==> config.mk <==
export PLATFORM = sky130hd
export DESIGN_NAME = vga_timing_ctrl
export DESIGN_NICKNAME = d
export VERILOG_FILES = /design/src/rtl/vga_timing_ctrl.sv
export SDC_FILE = /design/constraint.sdc
export NUM_CORES = 1
export LEC_CHECK = 0
export ABC_AREA = 1
export CORE_AREA = 3 3 48 82
export CTS_CLUSTER_DIAMETER = 30
export DETAILED_ROUTE_END_ITERATION = 8
export DIE_AREA = 0 0 51 85
export PLACE_DENSITY = 0.81
export SYNTH_ARGS = -nofsm -noshare
export SYNTH_HDL_FRONTEND = slang
export SYNTH_SLANG_ARGS = --single-unit
==> constraint.sdc <==
create_clock -name clk -period 2 [get_ports clk]
set_input_delay 0.4 -clock clk [delete_from_list [all_inputs] [get_ports clk]]
set_output_delay 0.4 -clock clk [all_outputs]
set_load 0.01 [all_outputs]
==> src/rtl/vga_timing_ctrl.sv <==
// VGA raster timing generator: pixel-tick divider, h/v counters, registered valid/hsync/vsync.
// Latency: valid/hsync/vsync match h_cnt/v_cnt in the same cycle (one pixel tick later with VGA_OUT_PIPE_EN).
// Backpressure: none; enable is a level request, and a frame in flight always completes before stopping.
//
// Ports: clk, rst_n (async active-low), enable (run request) ->
//        pix_en, h_cnt[9:0], v_cnt[9:0], valid, hsync, vsync (active-low), frame_start, running.
// Optional macro VGA_OUT_PIPE_EN: valid/hsync/vsync are delayed by one pixel tick
// to line up with a registered pixel generator. h_cnt/v_cnt are unaffected.
module vga_timing_ctrl #(
    parameter int CLK_DIV  = 4,
    parameter int H_ACTIVE = 640,
    parameter int H_FP     = 16,
    parameter int H_SYNC   = 96,
    parameter int H_BP     = 48,
    parameter int V_ACTIVE = 480,
    parameter int V_FP     = 10,
    parameter int V_SYNC   = 2,
    parameter int V_BP     = 33
) (
    input  logic       clk,
    input  logic       rst_n,
    input  logic       enable,
    output logic       pix_en,
    output logic [9:0] h_cnt,
    output logic [9:0] v_cnt,
    output logic       valid,
    output logic       hsync,
    output logic       vsync,
    output logic       frame_start,
    output logic       running
);

    localparam int H_TOTAL = H_ACTIVE + H_FP + H_SYNC + H_BP;
    localparam int V_TOTAL = V_ACTIVE + V_FP + V_SYNC + V_BP;
    localparam int DIV_W   = $clog2(CLK_DIV);

    localparam logic [DIV_W-1:0] DIV_LAST = DIV_W'(CLK_DIV - 1);
    localparam logic [9:0] H_LAST   = 10'(H_TOTAL - 1);
    localparam logic [9:0] V_LAST   = 10'(V_TOTAL - 1);
    localparam logic [9:0] H_ACT    = 10'(H_ACTIVE);
    localparam logic [9:0] V_ACT    = 10'(V_ACTIVE);
    localparam logic [9:0] H_SYNC_S = 10'(H_ACTIVE + H_FP);
    localparam logic [9:0] H_SYNC_E = 10'(H_ACTIVE + H_FP + H_SYNC);
    localparam logic [9:0] V_SYNC_S = 10'(V_ACTIVE + V_FP);
    localparam logic [9:0] V_SYNC_E = 10'(V_ACTIVE + V_FP + V_SYNC);

    typedef enum logic [1:0] {
        IDLE  = 2'd0,
        RUN   = 2'd1,
        DRAIN = 2'd2
    } state_t;

    state_t           state, state_nxt;
    logic [DIV_W-1:0] div_cnt, div_nxt;
    logic [9:0]       h_nxt, v_nxt;
    logic             wrap;
    logic             valid_nxt, hsync_nxt, vsync_nxt, fs_nxt;
    logic             valid_r, hsync_r, vsync_r;

    assign running = (state != IDLE);
    assign pix_en  = running && (div_cnt == DIV_LAST);
    // Last tick of the last pixel of the frame: the next presented position is (0,0).
    assign wrap    = pix_en && (h_cnt == H_LAST) && (v_cnt == V_LAST);

    always_ff @(posedge clk or negedge rst_n) begin
        if (!rst_n) begin
            state <= IDLE;
        end else begin
            state <= state_nxt;
        end
    end

    always_comb begin
        state_nxt = state;
        case (state)
            IDLE:    if (enable) state_nxt = RUN;
            // Dropping enable on the wrap tick itself means the frame is already done.
            RUN:     if (!enable) state_nxt = wrap ? IDLE : DRAIN;
            DRAIN:   if (enable) state_nxt = RUN;
                     else if (wrap) state_nxt = IDLE;
            default: state_nxt = IDLE;
        endcase
    end

    // Next counter values; timing flags are derived from these so that the
    // registered flags line up with the registered counters.
    always_comb begin
        div_nxt = div_cnt;
        h_nxt   = h_cnt;
        v_nxt   = v_cnt;
        if (state_nxt == IDLE || state == IDLE) begin
            div_nxt = '0;
            h_nxt   = '0;
            v_nxt   = '0;
        end else if (pix_en) begin
            div_nxt = '0;
            if (h_cnt == H_LAST) begin
                h_nxt = '0;
                v_nxt = (v_cnt == V_LAST) ? 10'd0 : v_cnt + 10'd1;
            end else begin
                h_nxt = h_cnt + 10'd1;
            end
        end else begin
            div_nxt = div_cnt + 1'b1;
        end
    end

    always_comb begin
        valid_nxt = 1'b0;
        hsync_nxt = 1'b1;
        vsync_nxt = 1'b1;
        fs_nxt    = wrap && (state_nxt == RUN);
        if (state_nxt != IDLE) begin
            valid_nxt = (h_nxt < H_ACT) && (v_nxt < V_ACT);
            hsync_nxt = !((h_nxt >= H_SYNC_S) && (h_nxt < H_SYNC_E));
            vsync_nxt = !((v_nxt >= V_SYNC_S) && (v_nxt < V_SYNC_E));
        end
    end

    always_ff @(posedge clk or negedge rst_n) begin
        if (!rst_n) begin
            div_cnt     <= '0;
            h_cnt       <= '0;
            v_cnt       <= '0;
            valid_r     <= 1'b0;
            hsync_r     <= 1'b1;
            vsync_r     <= 1'b1;
            frame_start <= 1'b0;
        end else begin
            div_cnt     <= div_nxt;
            h_cnt       <= h_nxt;
            v_cnt       <= v_nxt;
            valid_r     <= valid_nxt;
            hsync_r     <= hsync_nxt;
            vsync_r     <= vsync_nxt;
            frame_start <= fs_nxt;
        end
    end

`ifdef VGA_OUT_PIPE_EN
    logic valid_d, hsync_d, vsync_d;

    // Each pixel tick captures the flags of the pixel just finished.
    always_ff @(posedge clk or negedge rst_n) begin
        if (!rst_n) begin
            valid_d <= 1'b0;
            hsync_d <= 1'b1;
            vsync_d <= 1'b1;
        end else if (state_nxt == IDLE) begin
            valid_d <= 1'b0;
            hsync_d <= 1'b1;
            vsync_d <= 1'b1;
        end else if (pix_en) begin
            valid_d <= valid_r;
            hsync_d <= hsync_r;
            vsync_d <= vsync_r;
        end
    end

    assign valid = valid_d;
    assign hsync = hsync_d;
    assign vsync = vsync_d;
`else
    assign valid = valid_r;
    assign hsync = hsync_r;
    assign vsync = vsync_r;
`endif

endmodule

==> metrics.txt, run 1 <==
Die W=51 um; CTS root buf=clkbuf_8; Die ar.=4335 um^2; clk_lat worst skew=0.27 ns; clk slew on worst S/H paths=0.10 ns; Synth cell types=25; CP Class=reg -> reg; WL/cell=14.12 um; CP max FO=6; violated checks=setup timing; row cnt=28; I/O Pins=29; Pre-antenna DRT Iters=4; Diodes inserted=0; I/O Buffers=28; vias per inst=5.150; Die H=85 um; Longest Clk Path Bufs=2; Rel. slew slack=0.6882; crit path time final=2.030 ns; Post-DP HPWL=3218 um; area grow syn2layout=31.54%; Slew @ Worst Pin=0.4641 ns; period utilization=1.015; CTS H-tree depth=1; Hold Path Class=in -> async; outcome=complete, but fails checks; Yosys top cell by area=dfrtp_1; Initial Util=0.5125; Clock Sinks=28; Cells after DPL=309; Setup Skew=0.002671 ns; final worst slack=-0.02979 ns; largest net degree at the start of global routing=29; global route total overflow=0; Yosys top cell area share=0.3736; Syn Nets=238; core area=3398 um^2; top post-synthesis cells by area=dfrtp_1, nand2_1, inv_1; Slew Viols, Final=0; maxcap violations=0; vias in the first global route=1599; fraction of layout cells with a size suffix above 1=0.1782; total number of vias=1648; All-Layer GR Usage=0.2093; Post-Synthesis Cells=231; M1 GR Usage=0.2207; Final Non-Filler Cells=320; RePlAce Congestion=0.9127; Post-Syn Area per Cell=7.540 um^2; count of final setup violators=1; WP data arrival=2.24 ns; peak supply drop=472.4 uV; M3 GR Usage=0.02636; Final Hold Viols=0; Yosys Warn Count=0; Max Clk Rate=492.7 MHz; final instance area=2291 um^2; nature of the critical path startpoint=flop; Yosys reg bits=28; First DRT Iteration DRCs=59; RSZ-0062 raised after global routing=yes; clock buffer count from CTS=3; CP Capture Type=flop; CTS tree=yes; Final Core Density=0.6742; Final ANT Viol Nets=0; Pwr Density=515.8 nW/um^2; grt met2 use=0.3749; routed wire length=4517 um; Synth Cell Area=1742 um^2; Layout Nets=283; initial antenna violation count=0; DRC Markers=0; first-pass GRT wire length=6900 um; WP data required=2.21 ns; Hold WS=0.4898 ns; placed instance area=2111 um^2; most used routing layer=met2; Lkg Pwr=1.117 nW; register area share after synthesis=0.4037
final timing paths:
check / start / endpoint / slack [ns] / cells past startpoint
min in group clk: div_cnt[0] / div_cnt[0] / 0.55 / 2
min: rst_n / v_cnt[6] / 0.49 / 2
min reg2reg: div_cnt[0] / div_cnt[0] / 0.55 / 2
max reg2reg: div_cnt[0] / valid / -0.03 / 14
max in group asynchronous: rst_n / hsync / 1.19 / 2
max: div_cnt[0] / valid / -0.03 / 14
metrics by stage:
stage | total power (W) | setup TNS (ns) | setup WS [ns]
2_1_floorplan | 0.0006718 | 0 | 0.2693
3_3_place_gp | 0.0007180 | 0 | 0.03907
3_5_place_dp | 0.0007221 | 0 | 0.02060
4_1_cts | 0.001165 | 0 | 0.005069
5_1_grt | 0.001226 | -0.2567 | -0.1212
6_report | 0.001182 | -0.02979 | -0.02979
worst max-delay path, stage by stage (launching register included):
cell	delay, ns
dfrtp_1	0.37
ha_2	0.20
inv_2	0.06
nor2_4	0.15
buf_6	0.14
nand2_4	0.09
nor2_8	0.17
nand2_4	0.08
nand2_4	0.08
nand2_4	0.09
nand3_4	0.11
nor2_1	0.08
nor2_1	0.14
nand2_1	0.09
nor2_1	0.11
registers in the layout (all words and copies together) (netlist names):
name,flops
h_cnt,10
v_cnt,10
div_cnt,2
state,2
frame_start,1
hsync,1
valid,1
vsync,1
power breakdown:
part	internal, W	total, W	switching (W)
clock	0.000268	0.000447	0.000179
combinational	0.0000567	0.000146	0.0000894
sequential	0.000580	0.000589	0.00000929
total	0.000904	0.00118	0.000278
cells by family (layout without fill, tap and decap cells):
kind of cell | count (synthesis) | after routing | synth area share
xor gates and xnor gates | 4 | 4 | 0.02011
AOI/OAI and AO/OA | 13 | 13 | 0.03735
buffers and inverters | 43 | 86 | 0.09985
DFF | 28 | 28 | 0.4037
and+or+nand+nor | 139 | 140 | 0.4102
adders and majority gates | 4 | 4 | 0.02874
placed cells by master, fill, tap and decap left out, types with 2 or more instances in the layout:
| master | instances |
|---|---|
| xor2_1 | 4 |
| clkbuf_8 | 3 |
| buf_4 | 12 |
| nand2_4 | 4 |
| ha_1 | 2 |
| inv_1 | 38 |
| o21ai_0 | 5 |
| nand4_1 | 6 |
| nor2_4 | 5 |
| nand2_1 | 58 |
| a21oi_1 | 6 |
| ha_2 | 2 |
| dfstp_2 | 2 |
| nand3_4 | 2 |
| clkdlybuf4s50_1 | 27 |
| nand3_2 | 3 |
| inv_2 | 3 |
| nor2_2 | 7 |
| nand3_1 | 18 |
| nor2_1 | 24 |
| nor3_1 | 5 |
| nand3b_1 | 3 |
| dfrtp_1 | 26 |
Yosys cell counts, drive strengths merged:
cell,number
nand3b,4
a21oi,7
inv,41
nand2,63
dfstp,2
xor2,4
nor2,36
nor3b,1
o21ai,6
nand4,6
nor3,5
and3,1
ha,4
nand3,23
buf,2
dfrtp,26
layout make-up:
cell class	instances	area (um^2)
flip-flops and latches	28	703.2
repair buffers	41	380.4
fillers	287	1107
multi-input cells	161	925.9
clock inverters	1	30.03
clock buffers	3	41.29
inverters	41	153.9
well taps	45	56.30
metal layers:
layer | part of all wire | up-vias
met4 | 0.027 | 0
met1 | 0.38 | 792
met2 | 0.55 | 39
li1 | - | 807
met5 | 0 | -
met3 | 0.033 | 10
timing repair:
item | in CTS | in global routing
pin swaps | 1 | 3
setup endpoints to repair | 2 | 14
gates resized for setup | 1 | 16
endpoints found under the hold margin | 0 | 0
setup buffers | 2 | 4
hold buffers | 0 | 0
cloned | 0 | 1
Power figures use the tool's default switching activity.
==> inputs of run 2 (changes only) <==
Settings changed: ABC_AREA 1 to unset, CORE_AREA 3 3 48 82 to 3 3 47 81, DIE_AREA 0 0 51 85 to 0 0 50 84, PLACE_DENSITY 0.81 to 0.8.
==> run 2 against run 1 <==
- sequential cell count unchanged
- synthesized cell count shrank 25%
- first-iteration DRC count rose by 47%
- largest cell class unchanged
- clock skew up 0.0010 ns
- global-route usage increased by 3.6 points
- total power increased by 22%
- critical endpoint is now vsync
- highest routed layer unchanged
- clock power is 2% higher
- register-to-register slack worse by 0.10 ns
- the flow still finishes with violations (setup timing)
==> metrics.txt, run 2 <==
Yosys Warn Count=0; Synth async-reset ratio=1.000; total number of vias=1614; DRC Markers=0; Yosys reg bits=28; fill cell count=205; Cell Chain, Critical Path=nand4b_1, buf_4, nor4_4, buf_4, buf_4, a31o_1, buf_12, nor4b_4, o211a_1, nand3_1; most used cell, CP=buf_4; Pwr Density=584.9 nW/um^2; Final Core Density=0.7692; Synth cell types=49; Synth Cell Area=1653 um^2; clock buffer count from CTS=3; crit path time final=2.130 ns; Regs by FF count=h_cnt x10, v_cnt x10; clk_lat worst skew=0.28 ns; Post-synth EDFFs=0; WP data arrival=2.34 ns; row cnt=27; clk slew on worst S/H paths=0.10 ns; Clock Sinks=28; maxcap violations=0; Hold WS=0.4534 ns; Switching Share=0.2776; sw power=0.0004009 W; WL/cell=16.87 um; count of final setup violators=2; RePlAce Congestion=0.8799; outcome=complete, but fails checks; Die W=50 um; Combinational Power Share=0.250; peak supply drop=568.5 uV; area grow syn2layout=49.36%; register area share after synthesis=0.4254; Longest Clk Path Bufs=2; period utilization=1.065; final worst slack=-0.1304 ns; first-pass GRT wire length=7893 um; Diodes inserted=0; CTS root buf=clkbuf_8; vias per inst=5.604; Initial Util=0.5150; Int Pwr=0.001043 W; Critical Path Max Stage Delay=0.40 ns; core area=3209 um^2; Final ANT Viol Nets=0; Total Power=0.001444 W; RSZ-0062 raised after global routing=yes; Crit-path slowest cell=dfrtp_1; Slew Viols, Final=0; CTS Hold Bufs=0; global route total overflow=0; top post-synthesis cells by area=dfrtp_1, nor2_1, xnor2_1; top_reg_cell synth=dfrtp_1; Post-DP HPWL=3745 um; CP Class=reg -> reg; Die H=84 um; CTS H-tree depth=1; Syn Nets=180; Yosys top cell by area=dfrtp_1; fraction of layout cells with a size suffix above 1=0.3143; vias in the first global route=1707; CP Capture Type=flop; R2R setup slack=-0.13 ns; commonest non-fill, non-tap cell in the layout=buf_4; largest net degree at the start of global routing=29; Rel. slew slack=0.6794; nature of the critical path startpoint=flop; First DRT Iteration DRCs=87; sequential fraction of design power=0.434; Hold Path Class=reg -> reg; Max Clk Rate=469.4 MHz; WP data required=2.21 ns; Setup Skew=0.003711 ns; Clk pwr share=0.316; Pre-antenna DRT Iters=4; Lkg Pwr=1.015 nW; final setup TNS=-0.2588 ns; All-Layer GR Usage=0.2453; Slew @ Worst Pin=0.4792 ns; Yosys top cell area share=0.3936; I/O Pins=29; Post-Synthesis Cells=173; Final Hold Viols=0; Die ar.=4200 um^2; I/O Buffers=28; violated checks=setup timing; Post-synth top cells=dfrtp_1, nor2_1, nand2_1, xnor2_1; initial antenna violation count=0; count leader, synth=dfrtp_1; routed wire length=4859 um; Post-Syn Area per Cell=9.554 um^2; leading cell types in the layout, fill and taps excluded=buf_4, clkdlybuf4s50_1, nor2_1, dfrtp_1, nand2_1; CTS tree=yes; Layout Nets=253; CP max FO=8
-- run 2: changes by cell type in the layout (fill, tap and decap cells not counted), sizes merged, moves of 3 or more --
cell / before / now
nand3: 23 / 7
buf: 13 / 46
inv: 41 / 8
xnor2: 0 / 8
o211ai: 0 / 4
nand3b: 4 / 0
nand2: 63 / 12
nand4b: 0 / 3
and4: 0 / 3
or2: 0 / 4
nor2: 37 / 24
or3: 0 / 3
nor4: 0 / 9
-- run 2: logic make-up after synthesis --
kind of cell             after synthesis  synth area share
buffers and inverters                 14           0.03785
XOR/XNOR                              14           0.07419
multiplexers                           1          0.006056
flip-flops                            28            0.4254
adder cells (fa/ha/maj)                4           0.03028
AND/OR/NAND/NOR                       85            0.2960
AO/OA/AOI/OAI                         27            0.1302
-- run 2: worst max-delay path, delay by kind of cell, from the launching register on --
family	cells	cell delay [ns]
buffers and inverters	4	0.58
AOI/OAI and AO/OA	2	0.42
and+or+nand+nor	4	0.65
DFF	1	0.40
-- run 2: layout make-up --
type / instances / area (um^2) / area share
Timing Repair Buffer: 74 / 635.6 / 0.2575
Clock inverter: 1 / 30.03 / 0.01216
Tap cell: 43 / 53.80 / 0.02179
Clock buffer: 3 / 41.29 / 0.01673
Multi-Input combinational cell: 131 / 972.2 / 0.3938
Sequential cell: 28 / 705.7 / 0.2859
Inverter: 8 / 30.03 / 0.01216
-- run 2: final timing paths --
kind,startpoint,to,cells after the start
worst max-delay path,h_cnt[8],vsync,10
worst min-delay path,div_cnt[0],div_cnt[0],1
worst max register to register,h_cnt[8],vsync,10
worst min register to register,div_cnt[0],div_cnt[0],1
max in group asynchronous,rst_n,hsync,2
min in group asynchronous,rst_n,h_cnt[3],2
-- run 2: power groups by stage --
stage	clock network [W]	logic (W)	registers, W
after floorplan	0	0.000138	0.000646
after global placement	0	0.000346	0.000631
after detailed placement	0	0.000352	0.000634
after CTS	0.000459	0.000355	0.000624
after global routing	0.000476	0.000390	0.000629
final	0.000457	0.000361	0.000626
-- run 2: through the flow --
| step | setup WS, ns | instances | instance area (um^2) |
|---|---|---|---|
| after global routing | -0.2330 | 288 | 2469 |
| after floorplan | -0.07254 | 173 | 1683 |
| final | -0.1304 | 288 | 2469 |
| after detailed placement | -0.08624 | 283 | 2332 |
| after global placement | -0.05681 | 283 | 2332 |
| after CTS | -0.07096 | 287 | 2427 |
-- run 2: per-layer routing --
layer  global-route usage  vias up  part of all wire  wire length, um
met4               0.1285        0             0.043              207
met3              0.04651       15             0.040              196
met1               0.2455      784              0.36             1757
met2               0.4536       54              0.56             2697
met5                    0        -                 0                0
li1                     -      761                 -                -
-- run 2: timing repair --
item / 4_1_cts / 5_1_grt
setup endpoints to repair: 5 / 5
resized for setup: 6 / 5
setup buffers: 0 / 1
hold endpoints to repair: 0 / 0
==> inputs of run 3 (changes only) <==
Settings changed: CORE_AREA 3 3 47 81 to 3 3 46 80, CTS_BUF_LIST set to sky130_fd_sc_hd__clkbuf_4, DIE_AREA 0 0 50 84 to 0 0 49 83, PLACE_DENSITY 0.8 to 0.83, SKIP_CTS_REPAIR_TIMING set to 1.
==> run 3 against run 2 <==
- the flow still finishes with violations (setup timing)
- critical path depth is 4 lower
- sequential power hardly changed
- clock skew hardly changed
- critical path type unchanged
- largest cell class unchanged
- largest power group unchanged
==> metrics.txt, run 3 (same netlist as run 2, synthesis figures left out) <==
CP Class=reg -> reg; Post-DP HPWL=3609 um; row cnt=27; total number of vias=1618; Layout Nets=243; final setup TNS=-0.2187 ns; First DRT Iteration DRCs=81; WP buf/inv=0; WL/cell=17.14 um; All-Layer GR Usage=0.2517; outcome=complete, but fails checks; CP max FO=5; period utilization=1.058; leading cell types in the layout, fill and taps excluded=buf_4, clkdlybuf4s50_1, nor2_1; clock buffer count from CTS=3; maxcap violations=0; Critical Path Max Stage Delay=0.58 ns; clk_lat worst skew=0.33 ns; area grow syn2layout=43.45%; violated checks=setup timing; CTS tree=yes; Die W=49 um; most used routing layer=met2; CP Capture Type=flop; initial antenna violation count=0; core area=3142 um^2; Setup Skew=0.003859 ns; I/O Buffers=28; vias in the first global route=1641; Diodes inserted=0; CTS H-tree depth=1; Pre-antenna DRT Iters=4; count of final setup violators=2; peak supply drop=516.8 uV; Pwr Density=511.8 nW/um^2; Clock Sinks=28; largest net degree at the start of global routing=29; Regs by FF count=h_cnt x10, v_cnt x10; Final ANT Viol Nets=0; RePlAce Congestion=1.043; Slew @ Worst Pin=0.4818 ns; CTS root buf=clkbuf_4; vias per inst=5.820; worst reg2reg startpoint=h_cnt[6]; Die ar.=4067 um^2; DRC Markers=0; I/O Pins=29; Max Clk Rate=472.8 MHz; Hold Path Class=in -> async; WP data required=2.26 ns; global route total overflow=0; Lkg Pwr=0.9657 nW; crit path from=h_cnt[6]; M3 GR Usage=0.03950; Slew Viols, Final=0; crit path time final=2.115 ns; Initial Util=0.5261; grt met2 use=0.4548; Die H=83 um; first-pass GRT wire length=7921 um; Final Hold Viols=0; commonest non-fill, non-tap cell in the layout=buf_4; Crit-path slowest cell=or4_4; final worst slack=-0.1151 ns; nature of the critical path startpoint=flop; fraction of layout cells with a size suffix above 1=0.2936; Longest Clk Path Bufs=2; routed wire length=4766 um; M1 GR Usage=0.2664; Rel. slew slack=0.6765; clk slew on worst S/H paths=0.14 ns; dpl ws=-0.1041 ns; cell family with most CP delay=simple AND/OR/NAND/NOR gates; Cell Chain, Critical Path=or2_4, or4_4, o211ai_2, nor4b_4, o211a_1, nand3_1; RSZ-0062 raised after global routing=yes; WP data arrival=2.37 ns
==> run 3: cell count changes in the layout (fill, tap and decap cells not counted), sizes merged <==
cell,before,now
bufinv,1,0
clkbuf,3,4
dlygate4sd2,2,0
dlymetal6s2s,0,2
buf,46,36
==> run 3: metal layers <==
metal / vias up / wire length [um]
li1: 749 / -
met1: 779 / 1671
met2: 62 / 2595
met3: 28 / 160
met4: 0 / 339
met5: - / 0
==> run 3: path summary, 6_finish.rpt <==
kind,end,slack [ns],cells past startpoint
max,vsync,-0.12,6
min,h_cnt[2],0.44,2
max reg2reg,vsync,-0.12,6
min reg2reg,div_cnt[0],0.54,2
max in group asynchronous,hsync,1.25,2
min in group clk,div_cnt[0],0.54,2
==> run 3: power breakdown <==
part,switching (W),internal (W)
Combinational,0.000171,0.000157
Clock,0.000164,0.0000918
Sequential,0.0000263,0.000602
==> run 3: cell type report <==
| class | count | area, um^2 |
|---|---|---|
| flip-flops and latches | 28 | 708.2 |
| clock buffers | 4 | 30.03 |
| inverters | 8 | 30.03 |
| fillers | 228 | 770.7 |
| multi-input cells | 131 | 965.9 |
| well taps | 43 | 53.80 |
| repair buffers | 64 | 583.1 |
==> run 3: metrics by stage <==
step	area, um^2	hold WS [ns]	power (W)	util	std cells
final	2371	0.4356	0.001213	0.7547	278
after global routing	2371	0.4438	0.001283	0.7547	278
after CTS	2250	0.4469	0.001201	0.7160	272
after detailed placement	2220	0.4379	0.0009509	0.7065	268
after global placement	2220	0.4246	0.0009382	0.7065	268
after floorplan	1683	0.1044	0.0007833	-	173
